## src/rtl/vector_cmd_sequencer.sv

```systemverilog
// Command FIFO and issue sequencer feeding the beam control stage.
// Pops packed vector commands and presents one jump/draw strobe per ready window.
module vector_cmd_sequencer #(
    parameter int ADDR_W  = 6,
    parameter int FRAME_W = 16
) (
    input  logic               clk,
    input  logic               reset,
    input  logic               wr_en,
    input  logic [25:0]        wr_data,
    output logic               full,
    output logic               empty,
    output logic [ADDR_W:0]    count,
    output logic               overflow,
    input  logic               enable,
    input  logic               ctl_ready,
    output logic               jump,
    output logic               draw,
    output logic [11:0]        x,
    output logic [11:0]        y,
    output logic               frame_done,
    output logic [FRAME_W-1:0] frame_count
);

    localparam int DEPTH = 2 ** ADDR_W;
    localparam logic [ADDR_W:0] FULL_CNT = DEPTH[ADDR_W:0];

    localparam logic [1:0] OP_NOP   = 2'd0;
    localparam logic [1:0] OP_JUMP  = 2'd1;
    localparam logic [1:0] OP_DRAW  = 2'd2;
    localparam logic [1:0] OP_FRAME = 2'd3;

    typedef enum logic [0:0] {
        ST_IDLE = 1'b0,
        ST_HOLD = 1'b1
    } state_t;

    logic [25:0]        mem_r [DEPTH];
    logic [ADDR_W-1:0]  wr_ptr_r;
    logic [ADDR_W-1:0]  rd_ptr_r;
    logic [ADDR_W:0]    count_r;
    logic               full_r;
    logic               empty_r;
    logic               overflow_r;
    state_t             state_r;
    logic               jump_r;
    logic               draw_r;
    logic [11:0]        x_r;
    logic [11:0]        y_r;
    logic               frame_done_r;
    logic [FRAME_W-1:0] frame_count_r;

    logic [25:0]        head_s;
    logic [1:0]         op_s;
    logic               pop_s;
    logic               push_s;
    logic               ovf_set_s;
    logic [ADDR_W:0]    count_nxt_s;

    assign head_s = mem_r[rd_ptr_r];
    assign op_s   = head_s[25:24];

    // Pop/push qualification and next occupancy
    always_comb begin
        pop_s       = 1'b0;
        push_s      = 1'b0;
        ovf_set_s   = 1'b0;
        count_nxt_s = count_r;
        if ((state_r == ST_IDLE) && enable && !empty_r) begin
            // NOPs drain without waiting on the control stage
            if (op_s == OP_NOP) begin
                pop_s = 1'b1;
            end else begin
                pop_s = ctl_ready;
            end
        end else begin
            pop_s = 1'b0;
        end
        push_s    = wr_en && (!full_r || pop_s);
        ovf_set_s = wr_en && full_r && !pop_s;
        case ({push_s, pop_s})
            2'b10:   count_nxt_s = count_r + 1'b1;
            2'b01:   count_nxt_s = count_r - 1'b1;
            default: count_nxt_s = count_r;
        endcase
    end

    // FIFO storage write port (no reset; occupancy tracking marks validity)
    always_ff @(posedge clk) begin
        if (push_s) begin
            mem_r[wr_ptr_r] <= wr_data;
        end
    end

    // FIFO pointers, occupancy and status flags
    always_ff @(posedge clk or negedge reset) begin
        if (!reset) begin
            wr_ptr_r   <= {ADDR_W{1'b0}};
            rd_ptr_r   <= {ADDR_W{1'b0}};
            count_r    <= {(ADDR_W + 1){1'b0}};
            full_r     <= 1'b0;
            empty_r    <= 1'b1;
            overflow_r <= 1'b0;
        end else begin
            if (push_s) begin
                wr_ptr_r <= wr_ptr_r + 1'b1;
            end
            if (pop_s) begin
                rd_ptr_r <= rd_ptr_r + 1'b1;
            end
            count_r <= count_nxt_s;
            full_r  <= (count_nxt_s == FULL_CNT);
            empty_r <= (count_nxt_s == {(ADDR_W + 1){1'b0}});
            if (ovf_set_s) begin
                overflow_r <= 1'b1;
            end
        end
    end

    // Issue state machine with registered strobes and coordinates
    always_ff @(posedge clk or negedge reset) begin
        if (!reset) begin
            state_r       <= ST_IDLE;
            jump_r        <= 1'b0;
            draw_r        <= 1'b0;
            x_r           <= 12'h000;
            y_r           <= 12'h000;
            frame_done_r  <= 1'b0;
            frame_count_r <= {FRAME_W{1'b0}};
        end else begin
            case (state_r)
                ST_IDLE: begin
                    jump_r       <= 1'b0;
                    draw_r       <= 1'b0;
                    frame_done_r <= 1'b0;
                    if (pop_s) begin
                        case (op_s)
                            OP_JUMP: begin
                                x_r     <= head_s[23:12];
                                y_r     <= head_s[11:0];
                                jump_r  <= 1'b1;
                                state_r <= ST_HOLD;
                            end
                            OP_DRAW: begin
                                x_r     <= head_s[23:12];
                                y_r     <= head_s[11:0];
                                draw_r  <= 1'b1;
                                state_r <= ST_HOLD;
                            end
                            OP_FRAME: begin
                                frame_done_r  <= 1'b1;
                                frame_count_r <= frame_count_r + 1'b1;
                            end
                            default: begin
                                state_r <= ST_IDLE;
                            end
                        endcase
                    end
                end
                // Control stage samples the strobe this cycle; ready is ignored
                ST_HOLD: begin
                    jump_r       <= 1'b0;
                    draw_r       <= 1'b0;
                    frame_done_r <= 1'b0;
                    state_r      <= ST_IDLE;
                end
                default: begin
                    jump_r       <= 1'b0;
                    draw_r       <= 1'b0;
                    frame_done_r <= 1'b0;
                    state_r      <= ST_IDLE;
                end
            endcase
        end
    end

    assign full        = full_r;
    assign empty       = empty_r;
    assign count       = count_r;
    assign overflow    = overflow_r;
    assign jump        = jump_r;
    assign draw        = draw_r;
    assign x           = x_r;
    assign y           = y_r;
    assign frame_done  = frame_done_r;
    assign frame_count = frame_count_r;

endmodule

```

## config.mk

```make
export PLATFORM = sky130hd
export DESIGN_NAME = vector_cmd_sequencer
export DESIGN_NICKNAME = d
export VERILOG_FILES = /design/src/rtl/vector_cmd_sequencer.sv
export SDC_FILE = /design/constraint.sdc
export NUM_CORES = 2
export LEC_CHECK = 0
export ABC_AREA = 1
export BUFFER_PORTS_ARGS = -buffer_cell sky130_fd_sc_hd__buf_2
export CORE_MARGIN = 3
export CORE_UTILIZATION = 35
export DETAILED_ROUTE_END_ITERATION = 6
export SYNTH_ARGS = -nofsm -noshare
export SYNTH_HDL_FRONTEND = slang
export SYNTH_SLANG_ARGS = --single-unit
```

## constraint.sdc

```tcl
create_clock -name clk -period 6.93 [get_ports clk]
set_input_delay 1.386 -clock clk [delete_from_list [all_inputs] [get_ports clk]]
set_output_delay 1.386 -clock clk [all_outputs]
set_load 0.02 [all_outputs]
```

# Yosys cells after proc, flatten, opt, wreduce, memory -nomap -nowiden
# Memory sizes are Yosys's and may differ from the RTL's.
# Cells that the tools add are included.
[totals]
ff_bits = 66
ram_bits = 1664
input_bits = 31
out_inout_bits = 53
wordCells = 57
mem_count = 1
[memory_table]
columns = ["memory", "depth", "width", "rd", "rd_ports_with_merged_regs", "write_ports", "line_no", "rtl"]
rows = [
  ["mem_r", 64, 26, 1, 0, 1, "38", "logic [25:0] mem_r [DEPTH];"],
]
[classes]
add_sub_neg = 5
eq_ne = 6
muxes = 17
bitwise_logic = 1
n_reduce_logical = 14
[op_table]
columns = ["op", "count"]
rows = [
  ["16-bit by 1-bit adder with 16-bit output, second input constant", 1],
  ["7-bit case mux with 2 select lines", 1],
  ["6-bit by 1-bit adder with 6-bit output, second input constant", 2],
  ["1-bit 2-to-1 mux", 12],
  ["1-bit case mux with 2 select lines", 4],
  ["7-bit by 1-bit adder with 7-bit output, second input constant", 1],
  ["7-bit equality test, second input constant", 1],
  ["7-bit logical NOT", 1],
  ["7-bit by 1-bit subtractor with 7-bit output, second input constant", 1],
  ["2-bit equality test, second input constant", 3],
  ["3-bit AND reduction", 2],
  ["1-bit logical AND", 5],
  ["2-bit by 1-bit equality test with 1-bit output, second input constant", 2],
  ["1-bit logical NOT", 3],
  ["2-bit logical NOT", 1],
  ["2-bit OR reduction", 1],
  ["1-bit logical OR", 1],
  ["1-bit NOT", 1],
]

# Depth between registers and ports, before layout
[logic_depth]
depth_word = 9
ltp_mapped = 30
mapped_depth_nobuf = 27

# Worst setup path before layout
# OpenSTA, ideal clock, no wires.
[synth_path]
path_type = "reg2reg"
from = "register rd_ptr_r[0]"
to = "memory mem_r[47][0], enable pin"
setup_ps = 442
arrival_time_ps = 4134
required_ps = 6488
setup_slack_ps = 2355
path_stages_with_launch = 22
path_buffers = 5
synth_period_minus_slack_ps = 4575
path_cell_list = "dfrtp_1 > buf_6 > buf_6 > buf_4 > buf_2 > nand2_1 > nand3_1 > nand3_1 > nand2_1 > a21oi_1 > nand2_1 > nand3_1 > nand2_1 > inv_1 > ha_1 > o21ai_2 > nand2_1 > nand2_1 > inv_1 > buf_2 > nand3_1 > nor3_1"
[synth_between]
elab_chain_len = 8
[synth_rtl]
columns = ["element", "line_no", "rtl"]
rows = [
  ["start, declared", "40", "logic [ADDR_W-1:0] rd_ptr_r;"],
  ["start signal, assigned", "99", "rd_ptr_r <= {ADDR_W{1'b0}};"],
  ["start signal, assigned", "109", "rd_ptr_r <= rd_ptr_r + 1'b1;"],
  ["memory read 64 x 26 bit", "--", ""],
  ["2-bit logical NOT", "71", "if (op_s == OP_NOP) begin"],
  ["1-bit 2-to-1 mux", "71", ""],
  ["1-bit 2-to-1 mux", "69", "if ((state_r == ST_IDLE) && enable && !empty_r) begin"],
  ["1-bit logical OR", "79", "push_s = wr_en && (!full_r || pop_s);"],
  ["1-bit logical AND", "79", ""],
  ["1-bit 2-to-1 mux", "90", "if (push_s) begin"],
  ["1-bit 2-to-1 mux (implied by the code)", "91", "mem_r[wr_ptr_r] <= wr_data;"],
  ["end, declared", "38", ""],
]
# Every way passes these cells.

# Worst setup path in the final report
[layout_path]
from = "register rd_ptr_r[0]"
to = "memory mem_r[59][13], enable pin"
# Same word-level chain as after synthesis.

==> impl.org <==
** Layout
- Fraction of layout cells with a size suffix above 1 :: 8.466%
- Leaving out fill and tap cells, the most frequent cell in the layout is nand2_1.
- The layout has about 19000 filler cells.
- The final layout contains 6669 nets.
- Area added between synthesis and finish :: 12.80%
- Footprint of the flip-flops and latches :: ~0.052 mm2
- Highest-count cells in the layout ignoring fill and taps :: 2197 x nand2_1, 1664 x edfxtp_1, 878 x nand3_1
- Once layout is complete, the utilization of the core stands at 39.78%.
- Multi-input logic area :: 0.01680 mm2
- The finished layout holds 9469 standard cells, fillers aside.

** Die
- For this configuration, the core starts out at a cell density of a little over a third.
- Total Die Area :: 0.2123 mm2
- The core region is roughly 0.21 mm2.
- The floorplan step set the die width to 460.7 um.
- From bottom edge to top edge, the die measures approximately 460 um.
- Count of boundary I/O pins :: 84
- Std-Cell Rows :: ~170

** Clock network
- Number of buffers inserted during clock tree synthesis :: 183
- No sink is reached through more buffers than the 3 on the longest clock path.
- Count of clock tree sinks :: between 1500 and 2000
- Root cell of the clock tree :: clkbuf_16
- Clock latency on the worst-skew pair :: around 0.83 ns
- Clock slew seen by the registers of the worst setup and hold paths :: approximately 0.060 ns
- TritonCTS built the clock tree.
- Buffers added to address setup during post-CTS repair amount to 0.
- Hold buffer count at CTS :: 0
- Resize count post-CTS :: 0
- CTS H-Tree Depth :: 4

** Critical path
- Slowest CP cell :: dfrtp_4
- Launching point of the worst reg2reg path :: rd_ptr_r[0]
- Worst R2R End :: mem_r[59][13]
- STA classifies the critical path endpoint as a flip-flop.
- Req. time, crit path :: between 7 and 8 ns
- Maximum cell stage delay along the critical path :: 1.00 ns
- Crit Path Max Fanout :: roughly 250
- The setup path with the least slack is of type flip-flop to flip-flop.
- List of cells traversed by the critical path :: inv_16 -> o21ai_0 -> o211ai_1 -> nand3_1 -> nand2_1 -> nand3_1 -> nand2_1 -> inv_1 -> ha_1 -> o21ai_2 -> buf_4 -> nand2_1 -> nand2_1 -> inv_1 -> nand4_1 -> buf_4 -> nor2_2 -> buf_4
- By instance count, the cell type seen most on the critical path is nand2_1.
- Measured in cells, the most critical reg-to-reg path has a length of 18.
- At the worst endpoint, the arrival time is between 6 and 7 ns.
- Critical Path Source Type :: flip-flop
- Worst reg2reg setup slack :: ~1.2 ns

** Yosys
- Mean Syn Cell Area :: between 10 and 15 um2
- Counting flops and latches in the post-synthesis netlist gives 1730.
- The number of nets handed over by synthesis was 6610.
- Library cells used by synthesis :: 37
- Cell count after synthesis :: 6565
- Sequential cells were found to cover 71.33% of the synthesized design area.
- The Yosys step of the flow raised 0 warnings.
- Mapped cell area :: slightly above 0.07 mm2

** Worst hold path
- The min-delay analysis places its worst path in the category input port to asynchronous set/reset pin.

** Power
- Largest vdd supply drop :: roughly 0.00044 V
- Lkg Pwr :: 31.55 nW
- Power density over cell area :: 414.8 mW/mm2

** GRT
- The layer flagged by global routing as most heavily used is met2.
- Global routing used 3.547% of the available met3 tracks.
- Global routing usage summed across all routing layers :: between 20% and 30%
- For met2 alone, demand over resource in global routing was 31.14%.
- The via count of the first global-routing pass was ~46000.
- The number of antenna violations at the first check in global routing is 11.
- The first global-routing pass estimated approximately 320 mm of wire.
- Summed over all layers, the global routing overflow is 0.
- Met1 track utilization from global routing :: between 20% and 30%
- Entering global routing, the biggest net connects roughly 250 pins.

** Placed design
- After legalization and detailed placement, the total HPWL measured 129.9 mm.
- During placement, the flow inserted port buffers numbering between 80 and 90.
- Routability-driven placement finished with a final weighted congestion of slightly below 1.
- Total instance count after detailed placement :: between 9000 and 10000

** Timing
- Setup Viol. Count Final :: 0
- The max-slew violation count is 0.
- Counting I/O delays and the setup requirement, the final critical path takes approximately 5.8 ns.
- Worst relative slew slack :: 24.87%
- Setup repair after global routing left no endpoint under its margin.
- Derived from the worst setup path, the maximum achievable clock frequency is 173.5 MHz.
- Setup total negative slack on the finished layout was measured at 0 ns.
- Setup Skew :: roughly 0.049 ns
- At the pin with the least slew margin, the transition time is 1.127 ns.
- Final worst-path cycle share :: roughly 83%
- Worst hold margin :: between 0.4 and 0.5 ns
- Final Hold Viols :: 0

** Drt
- Dividing the detail-routed wire length by the instance count gives between 20 and 25 um.
- Drt pass-1 iters :: 6
- Mean number of vias per cell :: between 5 and 6
- Summing over every cut layer, the via total after detailed routing is between 40000 and 50000.
- Aggregate routed wire length :: about 220 mm
- Drt first-iter violations :: 6897
- For this run, design rule violations remaining after detail routing come to 0.
- Antenna violation net count after detailed routing :: 0

** Run status
- The flow ran to the end, and the final reports show no timing, DRC or antenna violations.

** Run
- Number of max-cap violations :: 0
[cell usage after synthesis (all sizes together)]
cell type,n,share of area [%]
a21o,1,0.010
a21oi,96,0.66
a31o,1,0.012
a31oi,1,0.0087
and3,11,0.095
buf,267,2.2
clkbuf,90,0.47
clkinv,1,0.0052
dfrtp,65,2.2
dfstp,1,0.036
edfxtp,1664,69
fa,1,0.028
ha,13,0.22
inv,588,3.1
mux2,1,0.016
nand2,2198,11
nand3,878,6.1
nand3b,1,0.010
nand4,13,0.11
nor2,429,2.2
nor3,11,0.076
nor3b,1,0.017
nor4,1,0.0087
o211ai,55,0.57
o21a,1,0.010
o21ai,142,0.99
o22ai,7,0.061
xnor2,8,0.097
xor2,19,0.23
[flip-flops by register name, summed over array words and instances, names as in the netlist]
name and count:
mem_r 1664, frame_count 16, x 12, y 12, count 7, rd_ptr_r 6
wr_ptr_r 6, draw 1, empty 1, frame_done 1, full 1, jump 1
overflow 1, state_r 1
[critical path: cells and delay by family, from the launching register on]
kind,cells,cell delay (ns)
AOI/OAI and AO/OA,3,0.53
and+or+nand+nor,8,1.70
DFF,1,1.00
adders and majority gates,1,0.18
buffers and inverters,6,1.78
[how the worst max path moves through the flow]
stage,start,end,slack (ns),cells after the start
floorplan,rd_ptr_r[0],mem_r[47][0],2.35,21
global placement,rd_ptr_r[0],full,1.30,27
detailed placement,rd_ptr_r[0],mem_r[59][1],1.29,20
CTS,rd_ptr_r[0],mem_r[59][0],1.28,20
global route,rd_ptr_r[0],full,0.72,25
finish,rd_ptr_r[0],mem_r[59][13],1.17,18
[power breakdown]
part           switching, mW  internal [mW]  leakage [nW]  total (mW)
logic                   8.82           2.79          12.8        11.6
registers              0.375           12.0          15.8        12.4
clock network           4.18           5.71          2.94        9.89
[layer usage]
metal	wire length, um	part of all wire (%)	vias to the layer above
met5	0	0	-
met4	8800	4.0	0
met3	19680	9.0	371
met2	99420	45	2315
met1	91590	42	23680
li1	-	-	22100
[cell families after synthesis]
kind of cell	after synthesis	share of synthesized area [%]
fa+ha+maj	14	0.2524
mux	1	0.01556
buf+inv	946	5.728
flops	1730	71.33
compound gates	304	2.324
xor+xnor	27	0.3268
simple gates	3543	20.02
[cell type report]
cell class | count | area share (%)
Clock buffer | 238 | 6.040
Sequential cell | 1730 | 63.25
Timing Repair Buffer | 231 | 1.922
Antenna cell | 1 | 0.003065
Clock inverter | 103 | 1.337
Inverter | 589 | 2.747
Multi-Input combinational cell | 3889 | 20.58
Tap cell | 2688 | 4.120
[metrics by stage]
stage          setup slack, ns  power (mW)  area (um2)
3_3_place_gp             1.303       23.96       75560
3_5_place_dp             1.289       24.01       75580
6_report                 1.167       33.86       81630
4_1_cts                  1.279       33.88       81610
5_1_grt                 0.7204       35.35       81630
2_1_floorplan            2.355       19.77       72370
Power figures use the tool's default switching activity.
